==> src/rtl/video_pkg.sv <==
// Shared types for the video timing analyzer: result record, FSM states and
// the default counter width.
package video_pkg;

   localparam int VID_CW = 12;

   typedef struct packed {
      logic [VID_CW-1:0] htotal;
      logic [VID_CW-1:0] hactive;
      logic [VID_CW-1:0] vtotal;
      logic [VID_CW-1:0] vactive;
   } vid_timing_t;

   typedef enum logic [1:0] {
      IDLE,
      TRACK,
      LOCKED
   } va_state_t;

endpackage

==> src/rtl/video_line_counter.sv <==
// Per-line measurement: samples hs on ce_pix, counts samples and DE samples
// per line and strobes line_done on each hs rise.
module video_line_counter #(
   parameter int CW = 12
) (
   input  logic          clk_sys,
   input  logic          reset,
   input  logic          ce_pix,
   input  logic          hs,
   input  logic          de,
   output logic          line_done,
   output logic          line_act,
   output logic [CW-1:0] h_last,
   output logic [CW-1:0] a_last,
   output logic          sat
);

   localparam logic [CW-1:0] CNT_MAX = '1;
   localparam logic [CW-1:0] CNT_ONE = CW'(1);

   logic          hs_q;
   logic [CW-1:0] hcnt;
   logic [CW-1:0] decnt;
   logic [CW-1:0] h_last_q;
   logic [CW-1:0] a_last_q;

   assign line_done = ce_pix & hs & ~hs_q;
   assign line_act  = line_done & (decnt != '0);

   // h_last/a_last already reflect a line closing on this very sample, so a
   // frame ending on the same sample sees its final line.
   assign h_last = line_done ? hcnt  : h_last_q;
   assign a_last = line_act  ? decnt : a_last_q;
   assign sat    = (hcnt == CNT_MAX) | (decnt == CNT_MAX);

   // NOTE: sequential state uses non-blocking assignments so every register
   // in the block updates from pre-edge values regardless of statement order.
   always_ff @(posedge clk_sys or posedge reset) begin
      if (reset) begin
         hs_q     <= 1'b0;
         hcnt     <= '0;
         decnt    <= '0;
         h_last_q <= '0;
         a_last_q <= '0;
      end else if (ce_pix) begin
         hs_q <= hs;
         if (line_done) begin
            h_last_q <= hcnt;
            hcnt     <= CNT_ONE;
            if (decnt != '0)
               a_last_q <= decnt;
            decnt <= {{(CW-1){1'b0}}, de};
         end else begin
            if (hcnt != CNT_MAX)
               hcnt <= hcnt + 1'b1;
            if (de && (decnt != CNT_MAX))
               decnt <= decnt + 1'b1;
         end
      end
   end

endmodule

==> src/rtl/video_analyzer.sv <==
// Video timing observer: measures each frame between vs rises and publishes
// the timing once it has repeated for STABLE_FRAMES frames. CW must equal VID_CW.
module video_analyzer
   import video_pkg::*;
#(
   parameter int CW            = VID_CW,
   parameter int STABLE_FRAMES = 2
) (
   input  logic          clk_sys,
   input  logic          reset,
   input  logic          ce_pix,
   input  logic          hs,
   input  logic          vs,
   input  logic          de,
   output logic [CW-1:0] htotal,
   output logic [CW-1:0] hactive,
   output logic [CW-1:0] vtotal,
   output logic [CW-1:0] vactive,
   output logic          valid,
   output logic          changed
);

   localparam int            SW       = $clog2(STABLE_FRAMES + 1);
   localparam logic [SW-1:0] STAB_MAX = SW'(STABLE_FRAMES);
   localparam logic [SW-1:0] STAB_ONE = SW'(1);
   localparam logic [CW-1:0] CNT_MAX  = '1;

   logic          line_done;
   logic          line_act;
   logic          line_sat;
   logic [CW-1:0] h_last;
   logic [CW-1:0] a_last;

   video_line_counter #(.CW(CW)) u_line (
      .clk_sys   (clk_sys),
      .reset     (reset),
      .ce_pix    (ce_pix),
      .hs        (hs),
      .de        (de),
      .line_done (line_done),
      .line_act  (line_act),
      .h_last    (h_last),
      .a_last    (a_last),
      .sat       (line_sat)
   );

   logic          vs_q;
   logic          armed;
   logic          ovf;
   logic [CW-1:0] lines;
   logic [CW-1:0] lines_act;
   logic [CW-1:0] lines_n;
   logic [CW-1:0] lines_act_n;
   logic          vs_rise;
   logic          cnt_sat;
   logic          frame_bad;
   vid_timing_t   meas;

   // Line counts include an hs rise on the same sample as the vs rise.
   assign lines_n     = (line_done && (lines != CNT_MAX)) ? lines + 1'b1 : lines;
   assign lines_act_n = (line_act && (lines_act != CNT_MAX)) ? lines_act + 1'b1 : lines_act;
   assign vs_rise     = ce_pix & vs & ~vs_q;
   assign cnt_sat     = line_sat | (lines_n == CNT_MAX) | (lines_act_n == CNT_MAX);
   assign frame_bad   = ovf | cnt_sat | (lines_n == '0) | (lines_act_n == '0);
   assign meas        = '{htotal: h_last, hactive: a_last, vtotal: lines_n, vactive: lines_act_n};

   always_ff @(posedge clk_sys or posedge reset) begin
      if (reset) begin
         vs_q      <= 1'b0;
         armed     <= 1'b0;
         ovf       <= 1'b0;
         lines     <= '0;
         lines_act <= '0;
      end else if (ce_pix) begin
         vs_q <= vs;
         if (vs_rise) begin
            armed     <= 1'b1;
            ovf       <= 1'b0;
            lines     <= '0;
            lines_act <= '0;
         end else begin
            lines     <= lines_n;
            lines_act <= lines_act_n;
            ovf       <= ovf | cnt_sat;
         end
      end
   end

   va_state_t     state, state_n;
   logic [SW-1:0] stab, stab_n, stab_inc;
   vid_timing_t   prev, prev_n;
   vid_timing_t   pub, pub_n;
   logic          valid_n;
   logic          changed_n;

   always_ff @(posedge clk_sys or posedge reset) begin
      if (reset) begin
         state   <= IDLE;
         stab    <= '0;
         prev    <= '0;
         pub     <= '0;
         valid   <= 1'b0;
         changed <= 1'b0;
      end else begin
         state   <= state_n;
         stab    <= stab_n;
         prev    <= prev_n;
         pub     <= pub_n;
         valid   <= valid_n;
         changed <= changed_n;
      end
   end

   // NOTE: every signal driven here gets a default first, so no path through
   // the decision tree can leave a latch behind.
   always_comb begin
      state_n   = state;
      stab_n    = stab;
      prev_n    = prev;
      pub_n     = pub;
      valid_n   = valid;
      changed_n = 1'b0;
      stab_inc  = (stab == STAB_MAX) ? stab : stab + 1'b1;
      if (vs_rise && armed) begin
         if (frame_bad) begin
            stab_n  = '0;
            valid_n = 1'b0;
            state_n = TRACK;
         end else begin
            prev_n = meas;
            stab_n = (meas == prev) ? stab_inc : STAB_ONE;
            if ((stab_n == STAB_MAX) && ((state != LOCKED) || (meas != pub))) begin
               pub_n     = meas;
               changed_n = 1'b1;
               valid_n   = 1'b1;
               state_n   = LOCKED;
            end else if ((state == LOCKED) && (meas != prev)) begin
               valid_n = 1'b0;
               state_n = TRACK;
            end else if (state == IDLE) begin
               state_n = TRACK;
            end
         end
      end
   end

   assign htotal  = pub.htotal;
   assign hactive = pub.hactive;
   assign vtotal  = pub.vtotal;
   assign vactive = pub.vactive;

endmodule
==> config.mk <==
export PLATFORM = sky130hd
export DESIGN_NAME = video_analyzer
export DESIGN_NICKNAME = d
export VERILOG_FILES = /design/src/rtl/video_pkg.sv /design/src/rtl/video_line_counter.sv /design/src/rtl/video_analyzer.sv
export SDC_FILE = /design/constraint.sdc
export NUM_CORES = 1
export LEC_CHECK = 0
export BUFFER_PORTS_ARGS = -buffer_cell sky130_fd_sc_hd__clkbuf_2
export CAP_MARGIN = 25
export CORE_MARGIN = 2
export CORE_UTILIZATION = 50
export CTS_CLUSTER_SIZE = 30
export DETAILED_ROUTE_END_ITERATION = 8
export PLACE_DENSITY = 0.63
export SYNTH_ARGS = -nofsm -noshare
export SYNTH_HDL_FRONTEND = slang
export SYNTH_SLANG_ARGS = --single-unit
export TNS_END_PERCENT = 30
==> constraint.sdc <==
create_clock -name clk_sys -period 8.64 [get_ports clk_sys]
set_clock_uncertainty 0.1 [all_clocks]
set_input_delay 1.728 -clock clk_sys [delete_from_list [all_inputs] [get_ports clk_sys]]
set_output_delay 1.728 -clock clk_sys [all_outputs]
set_load 0.02 [all_outputs]
==> flow_summary.json <==
{
  "grt_pass1_wl_um": 51500,
  "max-vdd-ir-drop_mv": 0.125,
  "layout_common_cells": "dfrtp_1, nand2_1, xnor2_1, inv_1, nor2_1",
  "synth_area_um2": 10500,
  "p_total_mw": 2.37,
  "crit_type": "in -> reg",
  "die_y_um": 149,
  "hold_buffers": 0,
  "finalSetupTns_ps": 0,
  "row_count": 53,
  "routed-via-count": 8905,
  "start_util": 0.505,
  "synth_area_per_cell_um2": 9.32,
  "port_buffers": 55,
  "cts_tree": "yes",
  "synth_seq_cells": 178,
  "slew_headroom": 0.359,
  "status": "finished clean",
  "layout_commonest_cell": "dfrtp_1",
  "slew_viol_final": 0,
  "syn_to_final_growth_pct": 10.7,
  "drt_iter0_markers": 888,
  "cts.sinks": 178,
  "post-cts-setup-buffers": 0,
  "firstDrtPassIters": 5,
  "cp_max_fo": 37,
  "design.die.area_um2": 22200,
  "drc_errors": 0,
  "wl_per_cell_um": 23.0,
  "period_needed_ps": 6300,
  "drive_above_1_share": 0.124,
  "wirelength_um": 33100,
  "post-route-period-util": 0.729,
  "syn-num-nets": 1139,
  "rsz0062_at_grt": "false",
  "htreeDepth": 4,
  "path_clk_slew_ps": 80,
  "grt_pass1_vias": 8609,
  "arrival_ps": 6520,
  "grt_max_degree": 102,
  "clock_latency_ps": 450,
  "clockRootBuffer": "clkbuf_16",
  "leakagePower_nw": 5.31,
  "power_density_nw_per_um2": 204,
  "hold_path.class": "reg -> reg",
  "start_kind": "primary input",
  "worstMarginPinSlew_ps": 954,
  "ys_warn_count": 0,
  "grt.total_usage": 0.308,
  "dp_hpwl_um": 24200,
  "overflow": 0,
  "synth_edf_count": 0,
  "cap_violations": 0,
  "gp_congestion": 1.01,
  "finalNetCount": 1162,
  "synth-main-ff-cell": "dfrtp_1",
  "via_per_inst": 6.19,
  "seq_area_frac_synth": 0.424,
  "ioPinCount": 56,
  "post_cts_resized": 0,
  "clock_path_buffers": 2,
  "critPathRequiredTime_ps": 8860,
  "setup_viol": 0,
  "ys_types": 77,
  "end_kind": "flip-flop",
  "netlist_instances": 1127,
  "synthArstFlopShare": 1.00,
  "grt_antenna_before_repair": 0,
  "n_antenna_cell": 0,
  "cts_buffers": 17,
  "die_x_um": 149,
  "hold_viol_final": 0,
  "core_region_area_um2": 20800,
  "ant_nets": 0,
  "timing.fmax_mhz": 159
}
## layer usage
layer	track usage	share of wire	up-vias
li1	-	-	4075
met1	0.439	0.43	4369
met2	0.456	0.45	394
met3	0.0679	0.080	67
met4	0.123	0.038	0
met5	0	0	-
## where the power goes
group          switching, mW  internal, mW
registers              0.123         0.918
clock network          0.400         0.398
logic                  0.320         0.211
total                  0.843          1.53
## critical path, stage by stage
cell and delay, ps:
clkbuf_2 90, buf_4 420, and3b_2 760, o211ai_1 220, nor3_1 510, xnor2_1 400
xnor2_1 210, or4_1 510, or4_4 540, nor3_4 200, o2111ai_4 280, buf_12 280
mux2_1 340
## path summary, 6_finish.rpt
check | startpoint | to | slack, ps | cells past startpoint
worst max-delay path | ce_pix | vactive[9] | 2340 | 13
worst min-delay path | stab[0] | stab[0] | 400 | 2
worst max register to register | lines[0] | vactive[9] | 3380 | 14
worst min register to register | stab[0] | stab[0] | 400 | 2
max in group asynchronous | reset | lines_act[1] | 6090 | 4
min in group asynchronous | reset | prev[27] | 1260 | 2
## per-stage QoR
step / cell area, um^2 / setup WS [ps] / hold WS, ps / cells / util
detailed placement: 11000 / 2050 / 377 / 1405 / 0.528
floorplan: 10500 / 1980 / 350 / 1127 / -
CTS: 11600 / 2460 / 394 / 1437 / 0.557
finish: 11600 / 2340 / 397 / 1438 / 0.559
global placement: 11000 / 1570 / 367 / 1404 / 0.527
global route: 11600 / 2220 / 433 / 1438 / 0.559
## cell type report
type / count / area [um^2]
Clock inverter: 14 / 164
Timing Repair Buffer: 70 / 433
Inverter: 79 / 304
Tap cell: 275 / 344
Sequential cell: 178 / 4450
Multi-Input combinational cell: 804 / 5490
Fill cell: 1942 / 9190
Clock buffer: 18 / 439
## cells in the mapped netlist, types with 5 or more instances
master / count / area [um^2]
and4_1: 5 / 43.8
o2111ai_1: 9 / 78.8
mux2_2: 21 / 236
and3_1: 15 / 93.8
a21oi_1: 37 / 185
a32oi_1: 7 / 61.3
dfrtp_1: 178 / 4450
nand4_1: 27 / 169
nor2_1: 73 / 274
a22o_1: 7 / 61.3
o22ai_1: 22 / 138
nand2_1: 97 / 364
buf_2: 19 / 95.1
a22oi_1: 8 / 60.1
inv_1: 79 / 297
nand3_1: 38 / 190
mux2i_1: 22 / 220
xor2_1: 39 / 342
a31oi_1: 9 / 56.3
and2_1: 9 / 56.3
o31ai_1: 12 / 90.1
nand2b_1: 13 / 81.3
ha_1: 6 / 75.1
nor4_1: 14 / 87.6
clkbuf_1: 40 / 150
mux2_1: 32 / 360
nor3_1: 24 / 120
o221ai_1: 5 / 43.8
xnor2_1: 85 / 744
a221oi_1: 5 / 43.8
or4_1: 7 / 52.6
o21ai_0: 68 / 340
o211ai_1: 7 / 52.6
## sequential cells by signal (all words and copies together) (netlist names), 2 cells and up
name,cells
htotal,12
state,2
vtotal,12
hactive,12
vactive,12
u_line.decnt,12
lines,12
u_line.hcnt,12
lines_act,12
prev,48
u_line.h_last_q,12
stab,2
u_line.a_last_q,12
## cell families (layout without fill, tap and decap cells)
group           count (synthesis)  count (layout)  synth area share
compound gates                244             244             0.156
buf+inv                       145             181            0.0555
xor+xnor                      125             125             0.105
flops                         178             178             0.424
mux                            76              76            0.0799
fa+ha+maj                       6               6           0.00714
simple gates                  353             353             0.172
Note: power is estimated with default switching activity, not from simulation.
